[config.mk]
export PLATFORM = sky130hd
export DESIGN_NAME = pll_phase_stepper_flat
export DESIGN_NICKNAME = d
export VERILOG_FILES = /design/src/rtl/pll_phase_stepper_if.sv /design/src/rtl/pll_phase_stepper.sv /design/src/flat_wrapper.sv
export SDC_FILE = /design/constraint.sdc
export NUM_CORES = 1
export LEC_CHECK = 0
export ABC_AREA = 1
export ABC_CLOCK_PERIOD_IN_PS = 3440
export CORE_ASPECT_RATIO = 0.7
export CORE_MARGIN = 5
export CORE_UTILIZATION = 55
export CTS_CLUSTER_DIAMETER = 80
export DETAILED_ROUTE_END_ITERATION = 10
export GPL_ROUTABILITY_DRIVEN = 1
export PLACE_DENSITY = 0.82
export SYNTH_ARGS = -nofsm -noshare
export SYNTH_HDL_FRONTEND = slang
export SYNTH_SLANG_ARGS = --single-unit
[constraint.sdc]
create_clock -name clk -period 3.44 [get_ports clk]
set_input_delay 0.344 -clock clk [delete_from_list [all_inputs] [get_ports clk]]
set_output_delay 0.344 -clock clk [all_outputs]
set_load 0.05 [all_outputs]
[src/rtl/pll_phase_stepper_if.sv]
// Request/status and PLL dynamic-phase-shift signals of pll_phase_stepper.
// slave: the stepper itself. master: the requester together with the PLL model.
interface pll_phase_stepper_if #(
    parameter int STEP_W = 8
);
    logic              extlock;
    logic              req;
    logic [2:0]        req_sel;
    logic              req_down;
    logic [STEP_W-1:0] req_steps;
    logic              ack;
    logic              busy;
    logic              done;
    logic              err;
    logic [STEP_W-1:0] steps_done;
    logic [2:0]        psclksel;
    logic              psdown;
    logic              psstep;
    logic              psdone;

    modport slave (
        input  extlock, req, req_sel, req_down, req_steps, psdone,
        output ack, busy, done, err, steps_done, psclksel, psdown, psstep
    );

    modport master (
        output extlock, req, req_sel, req_down, req_steps, psdone,
        input  ack, busy, done, err, steps_done, psclksel, psdown, psstep
    );
endinterface

[src/rtl/pll_phase_stepper.sv]
// PLL dynamic phase-shift sequencer. On an accepted request it issues a number
// of single-cycle psstep strobes to one PLL output channel, waits for psdone
// after each one (bounded), lets the PLL settle for SETTLE cycles between
// steps, and reports done, or err on timeout / lock loss. All outputs are
// registered; psclksel/psdown come from values latched at acceptance.
module pll_phase_stepper #(
    parameter int STEP_W  = 8,
    parameter int TIMEOUT = 64,
    parameter int SETTLE  = 4
) (
    input  logic                      clk,
    input  logic                      rst_n,
    pll_phase_stepper_if.slave        bus
);

    typedef enum logic [2:0] {
        S_IDLE   = 3'd0,
        S_STEP   = 3'd1,
        S_WAIT   = 3'd2,
        S_SETTLE = 3'd3,
        S_FIN    = 3'd4
    } state_t;

    // Counter must reach TIMEOUT-1; it is shared by WAIT and SETTLE.
    localparam int CNT_W = (TIMEOUT < 2) ? 1 : $clog2(TIMEOUT + 1);
    localparam logic [CNT_W-1:0] C_TO_LAST     = CNT_W'(TIMEOUT - 1);
    localparam logic [CNT_W-1:0] C_SETTLE_LAST = CNT_W'(SETTLE - 1);
    localparam logic [2:0]       C_SEL_MAX     = 3'd4;

    state_t              r_state;
    state_t              w_next_state;
    logic [CNT_W-1:0]    r_cnt;
    logic [CNT_W-1:0]    w_next_cnt;
    logic [STEP_W-1:0]   r_steps;
    logic [2:0]          r_sel;
    logic                r_down;
    logic [STEP_W-1:0]   r_steps_done;
    logic [STEP_W-1:0]   w_sd_inc;
    logic                r_ack;
    logic                r_busy;
    logic                r_done;
    logic                r_err;
    logic                r_psstep;

    logic                w_req_valid;
    logic                w_accept;
    logic                w_reject;
    logic                w_step_done;
    logic                w_abort;
    logic                w_timeout;
    logic                w_ack_d;
    logic                w_busy_d;
    logic                w_done_d;
    logic                w_err_d;
    logic                w_psstep_d;

    // A request can only be honoured with the PLL locked and a real channel.
    assign w_req_valid = bus.extlock && (bus.req_sel <= C_SEL_MAX);
    assign w_accept    = (r_state == S_IDLE) && bus.req && w_req_valid;
    assign w_reject    = (r_state == S_IDLE) && bus.req && !w_req_valid;
    // steps_done never exceeds the latched count, so this cannot wrap.
    assign w_sd_inc    = r_steps_done + STEP_W'(1);

    // State and step-timing counter register.
    always_ff @(posedge clk or negedge rst_n) begin
        if (!rst_n) begin
            r_state <= S_IDLE;
            r_cnt   <= '0;
        end else begin
            r_state <= w_next_state;
            r_cnt   <= w_next_cnt;
        end
    end

    // Next-state and counter logic; lock loss outranks every other event.
    always_comb begin
        w_next_state = r_state;
        w_next_cnt   = r_cnt;
        w_step_done  = 1'b0;
        w_abort      = 1'b0;
        w_timeout    = 1'b0;
        case (r_state)
            S_IDLE: begin
                if (w_accept) begin
                    w_next_state = (bus.req_steps == '0) ? S_FIN : S_STEP;
                    w_next_cnt   = '0;
                end else begin
                    w_next_state = S_IDLE;
                end
            end
            S_STEP: begin
                if (!bus.extlock) begin
                    w_next_state = S_IDLE;
                    w_abort      = 1'b1;
                end else begin
                    w_next_state = S_WAIT;
                    w_next_cnt   = '0;
                end
            end
            S_WAIT: begin
                if (!bus.extlock) begin
                    w_next_state = S_IDLE;
                    w_abort      = 1'b1;
                end else if (bus.psdone) begin
                    w_step_done  = 1'b1;
                    w_next_cnt   = '0;
                    w_next_state = (w_sd_inc == r_steps) ? S_FIN : S_SETTLE;
                end else if (r_cnt == C_TO_LAST) begin
                    w_next_state = S_IDLE;
                    w_timeout    = 1'b1;
                end else begin
                    w_next_cnt   = r_cnt + CNT_W'(1);
                end
            end
            S_SETTLE: begin
                if (!bus.extlock) begin
                    w_next_state = S_IDLE;
                    w_abort      = 1'b1;
                end else if ((r_cnt >= C_SETTLE_LAST) && !bus.psdone) begin
                    w_next_state = S_STEP;
                    w_next_cnt   = '0;
                end else if (r_cnt == C_TO_LAST) begin
                    // psdone stuck high: give up rather than step blindly.
                    w_next_state = S_IDLE;
                    w_timeout    = 1'b1;
                end else begin
                    w_next_cnt   = r_cnt + CNT_W'(1);
                end
            end
            S_FIN: begin
                if (!bus.extlock) begin
                    w_abort = 1'b1;
                end else begin
                    w_abort = 1'b0;
                end
                w_next_state = S_IDLE;
            end
            default: begin
                w_next_state = S_IDLE;
                w_next_cnt   = '0;
            end
        endcase
    end

    // Next values of the registered outputs; err always wins over done.
    always_comb begin
        w_ack_d    = w_accept;
        w_err_d    = w_reject || w_abort || w_timeout;
        w_busy_d   = w_accept || (r_state != S_IDLE);
        w_psstep_d = (w_next_state == S_STEP);
        if ((r_state == S_FIN) && bus.extlock) begin
            w_done_d = 1'b1;
        end else begin
            w_done_d = 1'b0;
        end
    end

    // Output pulse/level registers.
    always_ff @(posedge clk or negedge rst_n) begin
        if (!rst_n) begin
            r_ack    <= 1'b0;
            r_busy   <= 1'b0;
            r_done   <= 1'b0;
            r_err    <= 1'b0;
            r_psstep <= 1'b0;
        end else begin
            r_ack    <= w_ack_d;
            r_busy   <= w_busy_d;
            r_done   <= w_done_d;
            r_err    <= w_err_d;
            r_psstep <= w_psstep_d;
        end
    end

    // Request latch and progress count; latched values persist through IDLE.
    always_ff @(posedge clk or negedge rst_n) begin
        if (!rst_n) begin
            r_steps      <= '0;
            r_sel        <= 3'd0;
            r_down       <= 1'b0;
            r_steps_done <= '0;
        end else if (w_accept) begin
            r_steps      <= bus.req_steps;
            r_sel        <= bus.req_sel;
            r_down       <= bus.req_down;
            r_steps_done <= '0;
        end else if (w_step_done) begin
            r_steps_done <= w_sd_inc;
        end else begin
            r_steps_done <= r_steps_done;
        end
    end

    assign bus.ack        = r_ack;
    assign bus.busy       = r_busy;
    assign bus.done       = r_done;
    assign bus.err        = r_err;
    assign bus.psstep     = r_psstep;
    assign bus.psclksel   = r_sel;
    assign bus.psdown     = r_down;
    assign bus.steps_done = r_steps_done;

endmodule
[src/flat_wrapper.sv]
// flat-port wrapper written by rule: the top's interface ports become plain ports
module pll_phase_stepper_flat 
#(
    parameter int STEP_W  = 8,
    parameter int TIMEOUT = 64,
    parameter int SETTLE  = 4
)
  (clk, rst_n, bus_extlock, bus_req, bus_req_sel, bus_req_down, bus_req_steps, bus_psdone, bus_ack, bus_busy, bus_done, bus_err, bus_steps_done, bus_psclksel, bus_psdown, bus_psstep);
  pll_phase_stepper_if #(.STEP_W(STEP_W)) bus_i ();
  input  logic clk;
  input  logic rst_n;
  input wire logic [$bits(bus_i.extlock)-1:0] bus_extlock;
  input wire logic [$bits(bus_i.req)-1:0] bus_req;
  input wire logic [$bits(bus_i.req_sel)-1:0] bus_req_sel;
  input wire logic [$bits(bus_i.req_down)-1:0] bus_req_down;
  input wire logic [$bits(bus_i.req_steps)-1:0] bus_req_steps;
  input wire logic [$bits(bus_i.psdone)-1:0] bus_psdone;
  output wire logic [$bits(bus_i.ack)-1:0] bus_ack;
  output wire logic [$bits(bus_i.busy)-1:0] bus_busy;
  output wire logic [$bits(bus_i.done)-1:0] bus_done;
  output wire logic [$bits(bus_i.err)-1:0] bus_err;
  output wire logic [$bits(bus_i.steps_done)-1:0] bus_steps_done;
  output wire logic [$bits(bus_i.psclksel)-1:0] bus_psclksel;
  output wire logic [$bits(bus_i.psdown)-1:0] bus_psdown;
  output wire logic [$bits(bus_i.psstep)-1:0] bus_psstep;
  assign bus_i.extlock = bus_extlock;
  assign bus_i.req = bus_req;
  assign bus_i.req_sel = bus_req_sel;
  assign bus_i.req_down = bus_req_down;
  assign bus_i.req_steps = bus_req_steps;
  assign bus_i.psdone = bus_psdone;
  assign bus_ack = bus_i.ack;
  assign bus_busy = bus_i.busy;
  assign bus_done = bus_i.done;
  assign bus_err = bus_i.err;
  assign bus_steps_done = bus_i.steps_done;
  assign bus_psclksel = bus_i.psclksel;
  assign bus_psdown = bus_i.psdown;
  assign bus_psstep = bus_i.psstep;
  pll_phase_stepper #(.STEP_W(STEP_W), .TIMEOUT(TIMEOUT), .SETTLE(SETTLE)) u_core (.clk(clk), .rst_n(rst_n), .bus(bus_i));
endmodule
### Word level (Yosys, flattened, before mapping)

Cells that the tools add are included.

| word-level totals | value |
|---|---|
| flip-flop bits (word level) | 35 |
| latch bits | 0 |
| bits in writable memories | 0 |
| ROM bits | 0 |
| input bits | 17 |
| memories | 0 |

| operators by class | value |
|---|---|
| add/subtract/negate cells | 2 |
| $mul | 0 |
| divide/modulo/power cells | 0 |
| order comparisons | 2 |
| equal/unequal tests | 11 |
| shift-type cells | 0 |
| muxes and demuxes | 32 |
| bitwise operators | 1 |
| reduce and logical (&&, ||, !) cells | 17 |

Operators by type and width:

| operator | count |
|---|---|
| $mux 7 | 7 |
| $pmux 7 s5 | 1 |
| $mux 3 | 8 |
| $mux 8 | 2 |
| $pmux 3 s4 | 1 |
| $mux 1 | 11 |
| $add 8x1->8 const B | 1 |
| $eq 8x8->1 | 1 |
| $logic_not 8->1 | 1 |
| $add 7x1->7 const B | 1 |
| $eq 7x6->1 const B | 1 |
| $ge 7x2->1 const B | 1 |
| $eq 3x1->1 const B | 2 |
| $eq 3x2->1 const B | 2 |
| $logic_and 1x1->1 | 6 |
| $ne 2x2->1 const B | 3 |
| $reduce_and 5->1 | 1 |
| $reduce_or 4->1 | 1 |
| $eq 3x3->1 const B | 1 |
| $le 3x3->1 const B | 1 |
| $logic_not 3->1 | 1 |
| $logic_or 1x1->1 | 3 |
| $reduce_bool 3->1 | 1 |
| $logic_not 1->1 | 2 |
| 5 further kinds | 5 |

### Depth between registers and ports, before layout

Gate-level depths: netlist of run 1.

| logic depth | value |
|---|---|
| depth after elaboration | 7 |
| depth in mapped cells | 15 |
| depth with buffers taken out | 15 |

### Worst setup path before layout of run 1

Ideal clock, no wire load.

| timing | value |
|---|---|
| path kind | register to register |
| start | register u_core.r_steps_done[0], in the netlist u_core.bus.steps_done[0] |
| end | register u_core.r_psstep, in the netlist u_core.bus.psstep |
| setup time | 0.121 ns |
| arrival time | 1.924 ns |
| slack | 1.395 ns |
| stages on the path, launching flop included | 13 |
| period minus slack after synthesis | 2.045 ns |
| cell sequence | dfrtp_1 > ha_1 > nand2_1 > nor2_4 > nand2_1 > nand3_1 > nand3_1 > nor2_1 > nand3_1 > nand2_1 > nand2_1 > a21oi_1 > nor2_1 |

| between the ends | value |
|---|---|
| longest elaborated chain between the ends | 7 |

RTL lines:

| item | line | text |
|---|---|---|
| start: declaration | pll_phase_stepper.sv:37 | `logic [STEP_W-1:0] r_steps_done;` |
| start signal: assignment | pll_phase_stepper.sv:188 | `r_steps_done <= w_sd_inc;` |
| start signal: assignment | pll_phase_stepper.sv:190 | `r_steps_done <= r_steps_done;` |
| $add 8x1->8 | pll_phase_stepper.sv:62 | `assign w_sd_inc = r_steps_done + STEP_W'(1);` |
| $eq 8x8->1 | pll_phase_stepper.sv:107 | `w_next_state = (w_sd_inc == r_steps) ? S_FIN : S_SETTLE;` |
| $mux 3 | pll_phase_stepper.sv:107 |  |
| $mux 3 | pll_phase_stepper.sv:104 | `end else if (bus.psdone) begin` |
| $mux 3 | pll_phase_stepper.sv:101 | `if (!bus.extlock) begin` |
| $pmux 3 s4 | pll_phase_stepper.sv:82 | `case (r_state)` |
| $eq 3x1->1 | pll_phase_stepper.sv:150 | `w_psstep_d = (w_next_state == S_STEP);` |
| named net u_core.w_psstep_d | pll_phase_stepper.sv:55 | `logic w_psstep_d;` |
| end signal: assignment | pll_phase_stepper.sv:171 | `r_psstep <= w_psstep_d;` |
| end: declaration | pll_phase_stepper.sv:43 | `logic r_psstep;` |

The timed path passes the listed nets, and every way through them passes these cells.
A chain may end at the register's enable or synchronous reset.

### Worst setup path in the final report of run 1

| timing | value |
|---|---|
| start | register u_core.r_steps_done[0], in the netlist u_core.bus.steps_done[0] |
| end | register u_core.r_psstep, in the netlist u_core.bus.psstep |

| between the ends | value |
|---|---|
| longest elaborated chain between the ends | 7 |

RTL lines:

| item | line | text |
|---|---|---|
| $add 8x1->8 | pll_phase_stepper.sv:62 |  |
| $eq 8x8->1 | pll_phase_stepper.sv:107 |  |
| $mux 3 | pll_phase_stepper.sv:107 |  |
| $mux 3 | pll_phase_stepper.sv:104 |  |
| $mux 3 | pll_phase_stepper.sv:101 |  |
| $pmux 3 s4 | pll_phase_stepper.sv:82 |  |
| named net u_core.w_next_state[1] | pll_phase_stepper.sv:31 | `state_t w_next_state;` |
| $eq 3x1->1 | pll_phase_stepper.sv:150 |  |
| named net u_core.w_psstep_d | pll_phase_stepper.sv:55 |  |

The timed path passes the listed nets, and every way through them passes these cells.

==> results.ini, run 1 <==
[finish]
area_growth_pct = 23.5
num-fill-cells = 299
multi_input_area_um2 = 940
fin_nets = 333
regArea_um2 = 876
design_area_um2 = 2500
layout_commonest_cell = nand2_1
final_cell_mix = nand2_1, inv_1, dfrtp_1
final_util_pct = 70.8
n_antenna_cell = 0
drive_above_1_share_pct = 10.8

[setup_path]
crit_path_max_incr_delay_ns = 0.48
crit_path_end_kind = register
critPathLaunch = u_core.bus.steps_done[0]
worstPathCellList = ha_1 -> nand2_1 -> nor2_4 -> nand2_1 -> nand2_1 -> nand2_1 -> nor2_1 -> nor2_1 -> nand3_1 -> nand2_1 -> nand2_1 -> nand2_1 -> nand2_2 -> nor2_1
cp_max_fo = 7
path_delay_family = simple AND/OR/NAND/NOR gates
startpoint_type = register
required_ns = 3.61
timing.rr.start = u_core.bus.steps_done[0]
arrival_ns = 2.15
cp_num_buf_inv = 0
slowest_stage = dfrtp_1
cpMostUsedCell = nand2_1
crit_type = reg2reg

[logic_synthesis]
netlist_area_um2 = 2030
yosys_warnings = 0
seq_area_frac_synth_pct = 43.2
syn_area_per_cell_um2 = 7.38
ys_ff_latch = 35
netlist_instances = 275
yosysTopAreaCell = dfrtp_1
synth_nets = 294
synth_top_cell_area_share_pct = 43.2
ys_types = 29
synth_area_leaders = dfrtp_1, nand2_1, inv_1, nand3_1, o21ai_0

[floorplan]
fp.dieH_um = 60.8
rows = 18
die_w_um = 82.6
die_area_um2 = 5020
core_um2 = 3540
start_util_pct = 57.4
io_pins = 34

[clocking]
clockBufferDepth = 2
htreeDepth = 2
cts_tree = built
root_buffer = clkbuf_8
cts_resized = 0
clk_pin_slew_worst_paths_ns = 0.07
postCtsHoldBufs = 0
post-cts-setup-buffer-count = 0
cts_inserted_buffers = 5
worstSkewPairLatency_ns = 0.28
cts_sinks = 35

[timing]
tns_ns = 0
finalHoldViolCount = 0
rsz0062_at_grt = false
skew_ns = 0.00412
tightest_slew_ns = 0.511
setup_viol = 0
layout_setup_ws_ns = 1.46
period_minus_slack_ns = 1.98
maxSlewViolCount = 0
period_share_pct = 57.5
max_slew_margin_pct = 65.9
fmax_mhz = 505

[power]
switchingPower_mw = 0.455
p_int_mw = 0.763
p_leak_nw = 1.22
vdd_ir_drop_max_v = 0.000423
p_clk_share_pct = 22.8
comb_power_share_pct = 33.0
p_per_area_nw_per_um2 = 487
swShare_pct = 37.4
p_total_mw = 1.22
share_seq_of_total_power_pct = 44.2

[route]
initialDrtViolationCount = 242
antenna_left = 0
wirelength_mm = 4.65
vias = 1875
via_per_inst = 5.14
drcViolationCount = 0
post_drt_wl_per_cell_um = 12.8
first_pass_iters = 4

[place]
dp.final_hpwl_mm = 3.64
dp_slack_ns = 1.28
place.gp.congestion = 0.909
placed_area_um2 = 2420
io_buffers = 33

[hold_path]
hold_path_class = in2async

[outcome]
status = finished clean

[grt]
overflow = 0
grt_start_max_net_pins = 36
grt_pass1_vias = 1752
track_usage_pct = 21.7
grt_pass1_wl_mm = 8.00
antenna_found_initial = 0

[flow_run]
drv_cap = 0

[Yosys cell counts]
| cell type | instances |
|---|---|
| a21boi_2 | 1 |
| a21oi_1 | 12 |
| a31oi_1 | 1 |
| clkbuf_1 | 2 |
| dfrtp_1 | 35 |
| ha_1 | 2 |
| inv_1 | 48 |
| inv_2 | 5 |
| inv_4 | 1 |
| nand2_1 | 61 |
| nand2_2 | 5 |
| nand2_4 | 1 |
| nand3_1 | 24 |
| nand3_2 | 2 |
| nand4_1 | 4 |
| nor2_1 | 21 |
| nor2_2 | 1 |
| nor2_4 | 4 |
| nor3_1 | 8 |
| nor3_2 | 3 |
| nor3_4 | 1 |
| nor4_1 | 1 |
| o21ai_0 | 21 |
| o21ai_1 | 3 |
| o21bai_1 | 1 |
| o22ai_1 | 3 |
| o31ai_1 | 1 |
| or2_2 | 1 |
| xnor2_1 | 2 |
[kinds of logic (layout without fill, tap and decap cells)]
family	after synthesis	in the layout	synth area share [%]
compound gates	43	43	11.4
xor+xnor	2	2	0.864
fa+ha+maj	2	2	1.23
buf+inv	56	96	10.5
flops	35	35	43.2
simple gates	137	137	32.8
[registers in the layout, indices dropped and copies added, names as in the netlist]
name and flops:
u_core.bus.err 1, u_core.r_cnt 7, u_core.bus.steps_done 8, u_core.r_steps 8
u_core.bus.busy 1, u_core.bus.psclksel 3, u_core.bus.psdown 1, u_core.bus.ack 1
u_core.r_state 3, u_core.bus.psstep 1, u_core.bus.done 1
[final cells by class]
type | count | share of cell area [%]
inverter | 54 | 8.19
tap | 50 | 2.50
clock inverter | 3 | 0.599
clock buffer | 5 | 2.75
sequential | 35 | 35.0
timing repair buffer | 34 | 13.5
multi-input combinational | 184 | 37.5
[layer usage]
layer	track usage [%]	share of wire (%)	up-vias	wire (µm)
met5	0	0	-	0
met3	6.53	8.1	4	379
li1	-	-	956	-
met4	7.46	0.97	0	45
met2	30.8	41	73	1910
met1	31.5	50	842	2320
[power groups by stage]
stage                     Clock, mW  Sequential, mW  Combinational (mW)
final                         0.278           0.539               0.402
after CTS                     0.287           0.538               0.404
after global placement            0           0.542               0.393
after floorplan                   0           0.621               0.191
after detailed placement          0           0.544               0.403
after global routing          0.308           0.548               0.447
[worst paths after layout]
kind | slack, ns | cells past startpoint | endpoint
min | 0.47 | 2 | u_core.r_steps[7]
max in group asynchronous | 2.66 | 2 | u_core.bus.steps_done[5]
max reg2reg | 1.46 | 14 | u_core.bus.psstep
min in group clk | 0.50 | 2 | u_core.bus.psclksel[2]
max | 1.46 | 14 | u_core.bus.psstep
min reg2reg | 0.50 | 2 | u_core.bus.psclksel[2]
[metrics by stage]
| stage | hold slack (ns) | instances |
|---|---|---|
| floorplan | 0.0484 | 275 |
| global placement | 0.465 | 357 |
| detailed placement | 0.481 | 357 |
| CTS | 0.478 | 365 |
| global route | 0.518 | 365 |
| finish | 0.465 | 365 |
No activity file was read; power rests on OpenSTA's default activity.
==> run 2: changes to the inputs <==
--- a/config.mk
+++ b/config.mk
@@ -6,14 +6,14 @@
 export NUM_CORES = 1
 export LEC_CHECK = 0
 export ABC_AREA = 1
-export ABC_CLOCK_PERIOD_IN_PS = 3440
+export ABC_CLOCK_PERIOD_IN_PS = 2100
 export CORE_ASPECT_RATIO = 0.7
 export CORE_MARGIN = 5
-export CORE_UTILIZATION = 55
+export CORE_UTILIZATION = 53
 export CTS_CLUSTER_DIAMETER = 80
 export DETAILED_ROUTE_END_ITERATION = 10
 export GPL_ROUTABILITY_DRIVEN = 1
-export PLACE_DENSITY = 0.82
+export PLACE_DENSITY = 0.8
 export SYNTH_ARGS = -nofsm -noshare
 export SYNTH_HDL_FRONTEND = slang
 export SYNTH_SLANG_ARGS = --single-unit
==> constraint.sdc (replaced) <==
create_clock -name clk -period 2.1 [get_ports clk]
set_input_delay 0.21 -clock clk [delete_from_list [all_inputs] [get_ports clk]]
set_output_delay 0.21 -clock clk [all_outputs]
set_load 0.05 [all_outputs]
==> run 2 against run 1 <==
  * Sequential share of layout area decreased by 0.19 points
  * Combinational power increased by 64%
  * Global-route usage decreased by 1.6 points
  * Highest routed layer unchanged
  * Count of clock-buffer cells in the layout increased by 1
  * Cell count increased by 0.55%
  * Fmax increased by 5.9%
==> results.ini, run 2 (synthesized netlist as in run 1, its figures left out) <==
[outcome]
status = finished clean

[timing]
tns_ns = 0
skew_ns = 0.00955
finalHoldViolCount = 0
period_minus_slack_ns = 1.87
fmax_mhz = 535
period_share_pct = 88.9
tightest_slew_ns = 0.513
max_slew_margin_pct = 65.7
maxSlewViolCount = 0
rsz0062_at_grt = false
setup_viol = 0

[route]
via_per_inst = 5.14
first_pass_iters = 4
wirelength_mm = 4.70
antenna_left = 0
drcViolationCount = 0
post_drt_wl_per_cell_um = 12.8
vias = 1885
initialDrtViolationCount = 160

[finish]
num-fill-cells = 306
fin_nets = 335
drive_above_1_share_pct = 11.4
final_cell_mix = nand2_1, inv_1, dfrtp_1
regArea_um2 = 877
layout_commonest_cell = nand2_1
final_util_pct = 70.0
n_antenna_cell = 0
multi_input_area_um2 = 940
area_growth_pct = 24.4

[setup_path]
crit_path_end = u_core.r_state[0]
crit_path_end_kind = register
arrival_ns = 2.04
crit_type = reg2reg
startpoint_type = register
required_ns = 2.28
reg2reg_slack_ns = 0.23
rr_worst_depth = 12
critPathLaunch = u_core.bus.steps_done[0]
timing.rr.start = u_core.bus.steps_done[0]
cp_max_fo = 7
worstReg2RegEnd = u_core.r_state[0]

[clocking]
cts_tree = built
root_buffer = clkbuf_8
cts_sinks = 35
htreeDepth = 2
clk_pin_slew_worst_paths_ns = 0.07
cts_inserted_buffers = 5
postCtsHoldBufs = 0
clockBufferDepth = 2
post-cts-setup-buffer-count = 0
worstSkewPairLatency_ns = 0.30

[place]
io_buffers = 33
place.gp.congestion = 0.926
dp.final_hpwl_mm = 3.52

[power]
p_leak_nw = 1.23
p_per_area_nw_per_um2 = 803
comb_power_share_pct = 32.5
swShare_pct = 37.8
vdd_ir_drop_max_v = 0.000575
switchingPower_mw = 0.766
p_int_mw = 1.26
share_seq_of_total_power_pct = 43.8
p_clk_share_pct = 23.7

[floorplan]
die_w_um = 83.9
rows = 18
start_util_pct = 56.3
core_um2 = 3600
fp.dieH_um = 61.8
die_area_um2 = 5180
io_pins = 34

[grt]
grt_start_max_net_pins = 36
track_usage_pct = 20.0
grt_pass1_vias = 1687
antenna_found_initial = 0
overflow = 0
grt_pass1_wl_mm = 8.00

[hold_path]
hold_path_class = in2async

[flow_run]
drv_cap = 0

[run 2: power by group through the flow]
| stage | registers, mW | clock network [mW] | logic [mW] |
|---|---|---|---|
| floorplan | 1.02 | 0 | 0.313 |
| finish | 0.887 | 0.479 | 0.658 |
| global route | 0.903 | 0.522 | 0.734 |
| global placement | 0.890 | 0 | 0.650 |
| CTS | 0.884 | 0.491 | 0.663 |
| detailed placement | 0.893 | 0 | 0.659 |
[run 2: worst min-delay path by stage]
| stage | end | slack, ns | depth (start not counted) |
|---|---|---|---|
| floorplan | u_core.bus.ack | -0.09 | 0 |
| global route | u_core.bus.psclksel[0] | 0.38 | 2 |
| detailed placement | u_core.bus.psdown | 0.47 | 2 |
| global placement | u_core.bus.psclksel[1] | 0.47 | 2 |
| CTS | u_core.bus.psdown | 0.34 | 2 |
| finish | u_core.r_steps[1] | 0.32 | 2 |
[run 2: timing repair]
action,in CTS,in global routing
gates resized for setup,0,1
setup endpoints to repair,0,2
hold endpoints to repair,0,0
[run 2: final cells by class]
cell class	count	area share, %
tap	50	2.48
clock inverter	2	0.496
multi-input combinational	184	37.3
sequential	35	34.8
clock buffer	6	2.88
timing repair buffer	36	14.0
inverter	54	8.13
[run 2: worst max-delay path: stages (launching register included)]
cell and delay (ns):
dfrtp_2 0.46, ha_1 0.32, inv_1 0.05, nand2_1 0.05
nand3_1 0.06, nor2_1 0.15, nand3_1 0.10, nor2_1 0.09
nand3_1 0.08, nand2_1 0.08, nand2_1 0.06, a21oi_1 0.18
inv_1 0.07
[run 2: stage by stage]
stage	cells	total power [mW]	hold slack, ns	instance area (µm²)	setup WS (ns)
floorplan	275	1.33	-0.0856	2030	0.0549
global placement	359	1.54	0.466	2440	0.274
detailed placement	359	1.55	0.472	2440	0.185
CTS	367	2.04	0.340	2520	0.184
global route	367	2.16	0.382	2520	0.0412
finish	367	2.03	0.317	2520	0.232
[run 2: metal layers]
metal  share of wire, %  track usage [%]
met1                 47             28.5
met2                 41             30.6
met3                9.8             5.01
met4                1.4             6.88
met5                  0                0
==> run 3: changes to the inputs <==
--- a/config.mk
+++ b/config.mk
@@ -10,10 +10,11 @@
 export CORE_ASPECT_RATIO = 0.7
 export CORE_MARGIN = 5
 export CORE_UTILIZATION = 53
-export CTS_CLUSTER_DIAMETER = 80
+export CTS_CLUSTER_DIAMETER = 50
 export DETAILED_ROUTE_END_ITERATION = 10
 export GPL_ROUTABILITY_DRIVEN = 1
 export PLACE_DENSITY = 0.8
+export SLEW_MARGIN = 30
 export SYNTH_ARGS = -nofsm -noshare
 export SYNTH_HDL_FRONTEND = slang
 export SYNTH_SLANG_ARGS = --single-unit
==> results of run 3 <==
Same layout as run 2: the final DEF is identical, and so are final timing and power.
==> edit (flow settings as in run 2) <==
`TIMEOUT` is set to 64 in 2 places; all go to 128.
--- a/src/rtl/pll_phase_stepper.sv
+++ b/src/rtl/pll_phase_stepper.sv
@@ -6,5 +6,5 @@
 module pll_phase_stepper #(
     parameter int STEP_W  = 8,
-    parameter int TIMEOUT = 64,
+    parameter int TIMEOUT = 128,
     parameter int SETTLE  = 4
 ) (
--- a/src/flat_wrapper.sv
+++ b/src/flat_wrapper.sv
@@ -3,5 +3,5 @@
 #(
     parameter int STEP_W  = 8,
-    parameter int TIMEOUT = 64,
+    parameter int TIMEOUT = 128,
     parameter int SETTLE  = 4
 )
Check against the original RTL: no difference found for any inputs over 10 cycles, from zero or initial values and one cycle with rst_n low; that may be too few to reach the edited logic, so the function may still have changed.
==> edit against run 2 <==
- the run now ends with negative hold slack left
- worst setup slack improved by 0.013 ns
- critical path depth unchanged
- wire length fell by 1.0%
- total power decreased by 0.99%
- critical path type unchanged
- synthesized area is 2.2% higher
- largest power group unchanged
- sequential cell count increased by 1
- final area increased by 1.6%
==> edit: results (changes against run 2) <==
power_and_ir_drop:
  swShare: 0.355  # was 0.378
  p_leak_nw: 1.21  # was 1.23 nW
  powerComb_mw: 0.612  # was 0.658 mW
  ir_drop_mv: 0.506  # was 0.575 mV
  internal_power_mw: 1.29  # was 1.26 mW
sta:
  finalHoldViolations: 8  # was 0
  hold_ws_ns: -0.0144  # was 0.317 ns
  skew_ns: 0.00645  # was 0.00955 ns
drt:
  met3_length_um: 343  # was 462 µm
  routedLengthMet1_mm: 2.21  # was 2.23 mm
  vias_per_cell: 5.17  # was 5.14
  drt_iter0_markers: 137  # was 160
  routedWlPerCell_um: 12.4  # was 12.8 µm
  firstDrtPassIters: 5  # was 4
synthesis:
  synthTopCellsByCount: "nand2_1 (67), inv_1 (47), dfrtp_1 (36)"  # was nand2_1 (61), inv_1 (48), dfrtp_1 (35)
  synthTopCellsByArea: "dfrtp_1 (43%), nand2_1 (12%), inv_1 (8.5%)"  # was dfrtp_1 (43%), nand2_1 (11%), inv_1 (8.9%)
global_routing:
  gr-usage-met2: 0.275  # was 0.306
  grtUsageTotal: 0.189  # was 0.200
  grt_use_met1: 0.267  # was 0.285
  grt_pass1_wl_mm: 8.09  # was 8.00 mm
  grt_use_met3: 0.0542  # was 0.0501
worst_setup_path:
  crit_slowest_cell: "dfrtp_1"  # was dfrtp_2
run_status:
  status: "finished with violations"  # was complete, no violations
  violations: "negative hold slack"
placement:
  gp_congestion: 0.880  # was 0.926
layout:
  nNetsFinal: 341  # was 335
  final_layout_size_suffix_gt1_frac: 0.111  # was 0.114
==> edit: changes by cell type in the layout (fill, tap and decap cells not counted), sizes merged, moves of 2 or more <==
cell / delta
nor2: +10
nor3: -10
nand2: +6
a21oi: -5
inv: -5
clkbuf: +2
==> edit: worst paths after layout <==
check | endpoint | slack, ns | cells past startpoint
worst min-delay path | u_core.bus.steps_done[6] | -0.01 | 1
worst max-delay path | u_core.r_state[0] | 0.25 | 12
max in group asynchronous | u_core.r_state[1] | 1.61 | 1
min in group clk | u_core.bus.psdown | 0.46 | 3
worst min register to register | u_core.bus.psdown | 0.49 | 2
worst max register to register | u_core.r_state[0] | 0.25 | 12
==> edit: cell families after synthesis <==
kind of cell / after synthesis / share of synthesized area
xor+xnor: 2 / 0.00846
compound gates: 43 / 0.117
simple gates: 145 / 0.326
fa+ha+maj: 2 / 0.0121
flops: 36 / 0.435
buf+inv: 54 / 0.102
==> edit: metrics by stage <==
stage | setup WS (ns) | instances | hold WS [ns] | cell area [µm²]
floorplan | 0.114 | 282 | -0.0856 | 2070
global placement | 0.252 | 367 | 0.346 | 2470
detailed placement | 0.194 | 367 | 0.341 | 2470
CTS | 0.240 | 375 | 0.0221 | 2560
global route | 0.0322 | 375 | 0.0734 | 2560
finish | 0.246 | 375 | -0.0144 | 2560
==> edit: layout make-up <==
class                   instances  area, µm²
well taps                      52       65.1
clock buffers                   8       90.1
inverters                      51        200
fillers                       343       1290
multi-input cells             192        960
repair buffers                 36        348
flip-flops and latches         36        901
==> edit: worst reg2reg max path, cell delays in order (launching register included) <==
cell and delay, ns:
dfrtp_1 0.46, ha_1 0.23, nand3_1 0.11, nor2_1 0.14
nand2_1 0.07, nand2_1 0.08, nor2_1 0.04, nor2_1 0.10
nand3_1 0.13, nand2_1 0.10, nand2_1 0.06, a21oi_2 0.16
inv_1 0.06
